**config.mk**
```make
export PLATFORM = sky130hd
export DESIGN_NAME = decode_stage_flat
export DESIGN_NICKNAME = d
export VERILOG_FILES = /design/src/rtl/decode_stage_if.sv /design/src/rtl/decode_stage.sv /design/src/flat_wrapper.sv
export SDC_FILE = /design/constraint.sdc
export NUM_CORES = 2
export LEC_CHECK = 0
export CAP_MARGIN = 20
export CORE_MARGIN = 1.5
export CORE_UTILIZATION = 54
export CTS_BUF_LIST = sky130_fd_sc_hd__clkbuf_4 sky130_fd_sc_hd__clkbuf_8
export DETAILED_ROUTE_END_ITERATION = 10
export PLACE_DENSITY = 0.82
export SYNTH_ARGS = -nofsm -noshare
export SYNTH_HDL_FRONTEND = slang
export SYNTH_SLANG_ARGS = --single-unit
```
**constraint.sdc**
```tcl
create_clock -name clk -period 3.49 [get_ports clk]
set_input_delay 0.5235 -clock clk [delete_from_list [all_inputs] [get_ports clk]]
set_output_delay 0.5235 -clock clk [all_outputs]
set_load 0.02 [all_outputs]
```
**src/rtl/decode_stage_if.sv**
```systemverilog
// Handshake, writeback and decoded-bundle signals of the decode stage.
// The slave modport is the decode stage itself; master is the surrounding pipeline.
interface decode_stage_if;
   logic        in_valid;
   logic        in_ready;
   logic [31:0] in_instr;
   logic [31:0] in_pc;
   logic        flush;
   logic        out_valid;
   logic        out_ready;
   logic [5:0]  out_alu_op;
   logic [31:0] out_rs_val;
   logic [31:0] out_rt_val;
   logic [15:0] out_imm16;
   logic [25:0] out_target;
   logic [4:0]  out_dst;
   logic        out_we;
   logic        out_illegal;
   logic [31:0] out_pc;
   logic        wb_en;
   logic [4:0]  wb_addr;
   logic [31:0] wb_data;

   modport slave (
      input  in_valid, in_instr, in_pc, flush, out_ready, wb_en, wb_addr, wb_data,
      output in_ready, out_valid, out_alu_op, out_rs_val, out_rt_val, out_imm16,
             out_target, out_dst, out_we, out_illegal, out_pc
   );

   modport master (
      output in_valid, in_instr, in_pc, flush, out_ready, wb_en, wb_addr, wb_data,
      input  in_ready, out_valid, out_alu_op, out_rs_val, out_rt_val, out_imm16,
             out_target, out_dst, out_we, out_illegal, out_pc
   );
endinterface

```
**src/rtl/decode_stage.sv**
```systemverilog
// Instruction decode stage: field split, alu_op mapping, 32x32 register file
// with writeback bypass, and a single valid/ready output register.
module decode_stage #(
   parameter logic [5:0] ILLEGAL_OP = 6'h3F,
   parameter bit         BYPASS_EN  = 1'b1
) (
   input logic           clk,
   input logic           rst,
   decode_stage_if.slave bus
);
   logic [5:0]  op_s;
   logic [4:0]  rs_s;
   logic [4:0]  rt_s;
   logic [4:0]  rd_s;
   logic [5:0]  funct_s;
   logic [5:0]  alu_op_s;
   logic [4:0]  dst_s;
   logic        we_s;
   logic        illegal_s;
   logic [31:0] rs_val_s;
   logic [31:0] rt_val_s;
   logic        accept_s;

   logic [31:0] regs_r [32];
   logic        valid_r;
   logic [5:0]  alu_op_r;
   logic [31:0] rs_val_r;
   logic [31:0] rt_val_r;
   logic [15:0] imm16_r;
   logic [25:0] target_r;
   logic [4:0]  dst_r;
   logic        we_r;
   logic        illegal_r;
   logic [31:0] pc_r;

   assign op_s    = bus.in_instr[31:26];
   assign rs_s    = bus.in_instr[25:21];
   assign rt_s    = bus.in_instr[20:16];
   assign rd_s    = bus.in_instr[15:11];
   assign funct_s = bus.in_instr[5:0];

   assign accept_s = bus.in_valid & bus.in_ready;

   // Opcode/funct to alu_op, destination and write-enable mapping.
   always_comb begin
      alu_op_s  = ILLEGAL_OP;
      dst_s     = 5'd0;
      we_s      = 1'b0;
      illegal_s = 1'b1;
      if (bus.in_instr == 32'h0000_0000) begin
         alu_op_s  = 6'h00;
         illegal_s = 1'b0;
      end else if (op_s == 6'h00) begin
         case (funct_s)
            6'h20:   begin alu_op_s = 6'h00; dst_s = rd_s; we_s = 1'b1; illegal_s = 1'b0; end
            6'h22:   begin alu_op_s = 6'h01; dst_s = rd_s; we_s = 1'b1; illegal_s = 1'b0; end
            6'h24:   begin alu_op_s = 6'h02; dst_s = rd_s; we_s = 1'b1; illegal_s = 1'b0; end
            6'h25:   begin alu_op_s = 6'h03; dst_s = rd_s; we_s = 1'b1; illegal_s = 1'b0; end
            6'h26:   begin alu_op_s = 6'h04; dst_s = rd_s; we_s = 1'b1; illegal_s = 1'b0; end
            default: begin alu_op_s = ILLEGAL_OP; dst_s = 5'd0; we_s = 1'b0; illegal_s = 1'b1; end
         endcase
      end else if (op_s == 6'h08) begin
         alu_op_s  = 6'h10;
         dst_s     = rt_s;
         we_s      = 1'b1;
         illegal_s = 1'b0;
      end else begin
         alu_op_s  = ILLEGAL_OP;
         illegal_s = 1'b1;
      end
   end

   // Operand read; a writeback landing this cycle is forwarded when bypass is enabled.
   always_comb begin
      rs_val_s = 32'd0;
      rt_val_s = 32'd0;
      if (rs_s == 5'd0) begin
         rs_val_s = 32'd0;
      end else if (BYPASS_EN && bus.wb_en && (bus.wb_addr == rs_s)) begin
         rs_val_s = bus.wb_data;
      end else begin
         rs_val_s = regs_r[rs_s];
      end
      if (rt_s == 5'd0) begin
         rt_val_s = 32'd0;
      end else if (BYPASS_EN && bus.wb_en && (bus.wb_addr == rt_s)) begin
         rt_val_s = bus.wb_data;
      end else begin
         rt_val_s = regs_r[rt_s];
      end
   end

   // Output bundle register, valid tracking and register file writes.
   always_ff @(posedge clk) begin
      if (rst) begin
         valid_r   <= 1'b0;
         alu_op_r  <= 6'd0;
         rs_val_r  <= 32'd0;
         rt_val_r  <= 32'd0;
         imm16_r   <= 16'd0;
         target_r  <= 26'd0;
         dst_r     <= 5'd0;
         we_r      <= 1'b0;
         illegal_r <= 1'b0;
         pc_r      <= 32'd0;
         for (int i = 0; i < 32; i++) regs_r[i] <= 32'd0;
      end else begin
         if (bus.wb_en && (bus.wb_addr != 5'd0)) regs_r[bus.wb_addr] <= bus.wb_data;

         if (bus.flush)          valid_r <= 1'b0;
         else if (accept_s)      valid_r <= 1'b1;
         else if (bus.out_ready) valid_r <= 1'b0;

         // A flush in the accept cycle drops the incoming instruction entirely.
         if (accept_s && !bus.flush) begin
            alu_op_r  <= alu_op_s;
            rs_val_r  <= rs_val_s;
            rt_val_r  <= rt_val_s;
            imm16_r   <= bus.in_instr[15:0];
            target_r  <= bus.in_instr[25:0];
            dst_r     <= dst_s;
            we_r      <= we_s & (dst_s != 5'd0);
            illegal_r <= illegal_s;
            pc_r      <= bus.in_pc;
         end
      end
   end

   assign bus.in_ready    = ~valid_r | bus.out_ready;
   assign bus.out_valid   = valid_r;
   assign bus.out_alu_op  = alu_op_r;
   assign bus.out_rs_val  = rs_val_r;
   assign bus.out_rt_val  = rt_val_r;
   assign bus.out_imm16   = imm16_r;
   assign bus.out_target  = target_r;
   assign bus.out_dst     = dst_r;
   assign bus.out_we      = we_r;
   assign bus.out_illegal = illegal_r;
   assign bus.out_pc      = pc_r;
endmodule

```
**src/flat_wrapper.sv**
```systemverilog
// flat-port wrapper written by rule: the top's interface ports become plain ports
module decode_stage_flat 
#(
   parameter logic [5:0] ILLEGAL_OP = 6'h3F,
   parameter bit         BYPASS_EN  = 1'b1
)
  (clk, rst, bus_in_valid, bus_in_instr, bus_in_pc, bus_flush, bus_out_ready, bus_wb_en, bus_wb_addr, bus_wb_data, bus_in_ready, bus_out_valid, bus_out_alu_op, bus_out_rs_val, bus_out_rt_val, bus_out_imm16, bus_out_target, bus_out_dst, bus_out_we, bus_out_illegal, bus_out_pc);
  decode_stage_if bus_i ();
  input logic clk;
  input logic rst;
  input wire logic [$bits(bus_i.in_valid)-1:0] bus_in_valid;
  input wire logic [$bits(bus_i.in_instr)-1:0] bus_in_instr;
  input wire logic [$bits(bus_i.in_pc)-1:0] bus_in_pc;
  input wire logic [$bits(bus_i.flush)-1:0] bus_flush;
  input wire logic [$bits(bus_i.out_ready)-1:0] bus_out_ready;
  input wire logic [$bits(bus_i.wb_en)-1:0] bus_wb_en;
  input wire logic [$bits(bus_i.wb_addr)-1:0] bus_wb_addr;
  input wire logic [$bits(bus_i.wb_data)-1:0] bus_wb_data;
  output wire logic [$bits(bus_i.in_ready)-1:0] bus_in_ready;
  output wire logic [$bits(bus_i.out_valid)-1:0] bus_out_valid;
  output wire logic [$bits(bus_i.out_alu_op)-1:0] bus_out_alu_op;
  output wire logic [$bits(bus_i.out_rs_val)-1:0] bus_out_rs_val;
  output wire logic [$bits(bus_i.out_rt_val)-1:0] bus_out_rt_val;
  output wire logic [$bits(bus_i.out_imm16)-1:0] bus_out_imm16;
  output wire logic [$bits(bus_i.out_target)-1:0] bus_out_target;
  output wire logic [$bits(bus_i.out_dst)-1:0] bus_out_dst;
  output wire logic [$bits(bus_i.out_we)-1:0] bus_out_we;
  output wire logic [$bits(bus_i.out_illegal)-1:0] bus_out_illegal;
  output wire logic [$bits(bus_i.out_pc)-1:0] bus_out_pc;
  assign bus_i.in_valid = bus_in_valid;
  assign bus_i.in_instr = bus_in_instr;
  assign bus_i.in_pc = bus_in_pc;
  assign bus_i.flush = bus_flush;
  assign bus_i.out_ready = bus_out_ready;
  assign bus_i.wb_en = bus_wb_en;
  assign bus_i.wb_addr = bus_wb_addr;
  assign bus_i.wb_data = bus_wb_data;
  assign bus_in_ready = bus_i.in_ready;
  assign bus_out_valid = bus_i.out_valid;
  assign bus_out_alu_op = bus_i.out_alu_op;
  assign bus_out_rs_val = bus_i.out_rs_val;
  assign bus_out_rt_val = bus_i.out_rt_val;
  assign bus_out_imm16 = bus_i.out_imm16;
  assign bus_out_target = bus_i.out_target;
  assign bus_out_dst = bus_i.out_dst;
  assign bus_out_we = bus_i.out_we;
  assign bus_out_illegal = bus_i.out_illegal;
  assign bus_out_pc = bus_i.out_pc;
  decode_stage #(.ILLEGAL_OP(ILLEGAL_OP), .BYPASS_EN(BYPASS_EN)) u_core (.clk(clk), .rst(rst), .bus(bus_i));
endmodule
```
==> out/results.ini <==
[logic_synthesis]
synth_adder_area_share=0
ys_seq_area_frac=0.556
synth.most_common_cell=edfxtp_1
yosysUniqueCellTypes=62
ys_seq_elements=1158
synth_top_family_by_area=multiplexers
synth_area_leaders=edfxtp_1 (51%), mux4_2 (20%), and2_1 (10%), dfxtp_1 (4.5%), mux2i_1 (2.4%)
async_flop_share=0
synth_top_area_share=0.512
synth_xor_area_frac=0.00146
synth_compound_area_frac=0.0416
synth_edf_count=1024
syn_area_um2=60100
synth_simple_gate_area_frac=0.138
synth_common_cells=edfxtp_1 (1024), and2_1 (964), mux4_2 (524)
synth_top_area_cell=edfxtp_1
synth_flop_cell=edfxtp_1
synth_cells=4192
synth_warnings=0
synthMuxAreaShare=0.227
syn_avg_cell_area_um2=14.3

[detailed_routing]
firstDrtPassIters=8
viasPerCell=6.96
routed_wl_mm=207
ant_nets=0
wl_per_cell_um=33.8
via_count=42600
drc=0
drt_iter0_drc=7697

[clock_network]
clock-sinks=1158
clock-root-buffer=clkbuf_8
ctsHoldBuffers=1
cts_tree=built
clk_pin_slew_ps=60
numCtsBuffers=186
clockBufferDepth=3
postCtsSetupRepairBufs=0
ctsResizeCount=0
htreeDepth=4
clk-insertion-delay-late_ps=880

[power_and_ir_drop]
powerDensity_nw_per_um2=472
ir_drop_mv=0.354
leakagePower_nw=24.1

[timing]
holdWs_ps=59.4
fin_ws_ps=620
skew_ps=60.7
slew_headroom=0.246
max_freq_ghz=0.348
worst_slew_pin_slew_ps=1130
finalSetupViolations=0
finalCriticalPeriod_ps=2870
fin_tns_setup_ps=0
rsz0062_at_grt=false
hold_viol=0
fin_crit_sh=0.822
drv_slew=0

[setup_path]
critPathRequiredTime_ps=2970
worst_ep_arrival_time_ps=2350
critical_path_depth=2
critPathLaunchType=register
path_max_fanout=5
rr_worst_depth=7
critPathMaxStageDelay_ps=840
path_cells=nand2b_1, clkdlybuf4s50_1
cpMaxStageDelayCell=clkdlybuf4s50_1
critPathCaptureType=primary output
crit_family=buffers and inverters
critPathBufInv=1
path_class=register to primary output

[final_layout]
fin_nets=4578
final_layout_size_suffix_gt1_frac=0.263
utilization=0.627
syn_to_final_growth_pct=15.4

[placement]
dpl_worst_slack_ps=285
gp_congestion=0.984
hpwl_mm=129
port_buffers=259

[die]
die_h_um=337
placementRows=122
coreArea_um2=111000
die_area_um2=113000
initial_core_util=0.544
die-width_um=337
io_pins=260

[flow_run]
maxCapViolations=0

[worst_hold_path]
hold_path_depth=3
hold_path_class=input pin to register

[global_routing]
grt_pass1_wl_mm=290
grt_overflow=0
grt_max_degree=75
grt_pass1_vias=41500
track_usage=0.364
antenna_found_initial=22

[outcome]
status=complete, no violations

final cells by class:
| cell class | count | area [µm²] |
|---|---|---|
| Sequential cell | 1158 | 33400 |
| Tap cell | 1488 | 1860 |
| Inverter | 8 | 35.0 |
| Clock inverter | 68 | 433 |
| Clock buffer | 280 | 3340 |
| Multi-Input combinational cell | 2602 | 24900 |
| Fill cell | 7742 | 41200 |
| Timing Repair Buffer | 515 | 5340 |
| Antenna cell | 7 | 17.5 |
power breakdown:
group / switching (mW) / total, mW / internal (mW) / leakage, nW
clock: 5.63 / 12.0 / 6.35 / 2.01
sequential: 0.488 / 16.3 / 15.8 / 10.8
combinational: 2.48 / 4.40 / 1.92 / 11.2
path summary, 6_finish.rpt:
check / from / endpoint / slack (ps)
setup / recovery: u_core.bus.out_valid / bus_in_ready / 620
hold / removal: bus_in_instr[16] / u_core.bus.out_target[16] / 60
setup reg to reg: u_core.bus.out_valid / u_core.bus.out_rt_val[21] / 1230
hold reg to reg: u_core.bus.out_rs_val[4] / u_core.bus.out_rs_val[4] / 440
flip-flops by register name, indices dropped and copies added (netlist names):
signal                 count
u_core.regs_r           1024
u_core.bus.out_pc         32
u_core.bus.out_rs_val     32
u_core.bus.out_rt_val     32
u_core.bus.out_target     26
u_core.bus.out_alu_op      5
u_core.bus.out_dst         5
u_core.bus.out_valid       1
u_core.bus.out_we          1
worst min-delay path, stage by stage:
cell and delay, ps:
buf_8 180, nand2_1 90, a21oi_1 60
cell families after synthesis:
logic type,count (synthesis)
AOI/OAI and AO/OA,376
xor gates and xnor gates,10
DFF,1158
muxes,706
other,1
buffers and inverters,463
and+or+nand+nor,1478
per-layer routing:
| layer | GRT usage | share of wire | up-vias |
|---|---|---|---|
| li1 | - | - | 16500 |
| met1 | 0.448 | 0.31 | 20800 |
| met5 | 0.0128 | 0.0014 | - |
| met4 | 0.237 | 0.076 | 22 |
| met2 | 0.525 | 0.43 | 4325 |
| met3 | 0.157 | 0.18 | 1029 |
through the flow:
step / power [mW] / area (µm²) / std cells
after global routing: 33.4 / 69300 / 6122
after floorplan: 18.9 / 60200 / 4223
after detailed placement: 20.8 / 65300 / 5760
after global placement: 20.6 / 65300 / 5758
after CTS: 32.5 / 69100 / 6109
final: 32.7 / 69300 / 6126
cells in the final DEF, fill, tap and decap left out, types with 93 or more instances in the layout:
master / Yosys / routed
clkdlybuf4s50_1: 0 / 248
edfxtp_1: 1024 / 1024
buf_4: 57 / 191
dfxtp_1: 134 / 134
nand2_1: 315 / 314
a21oi_1: 93 / 93
mux4_2: 524 / 524
mux2i_1: 144 / 144
clkbuf_8: 0 / 199
and2_1: 964 / 963
Power figures use the tool's default switching activity.
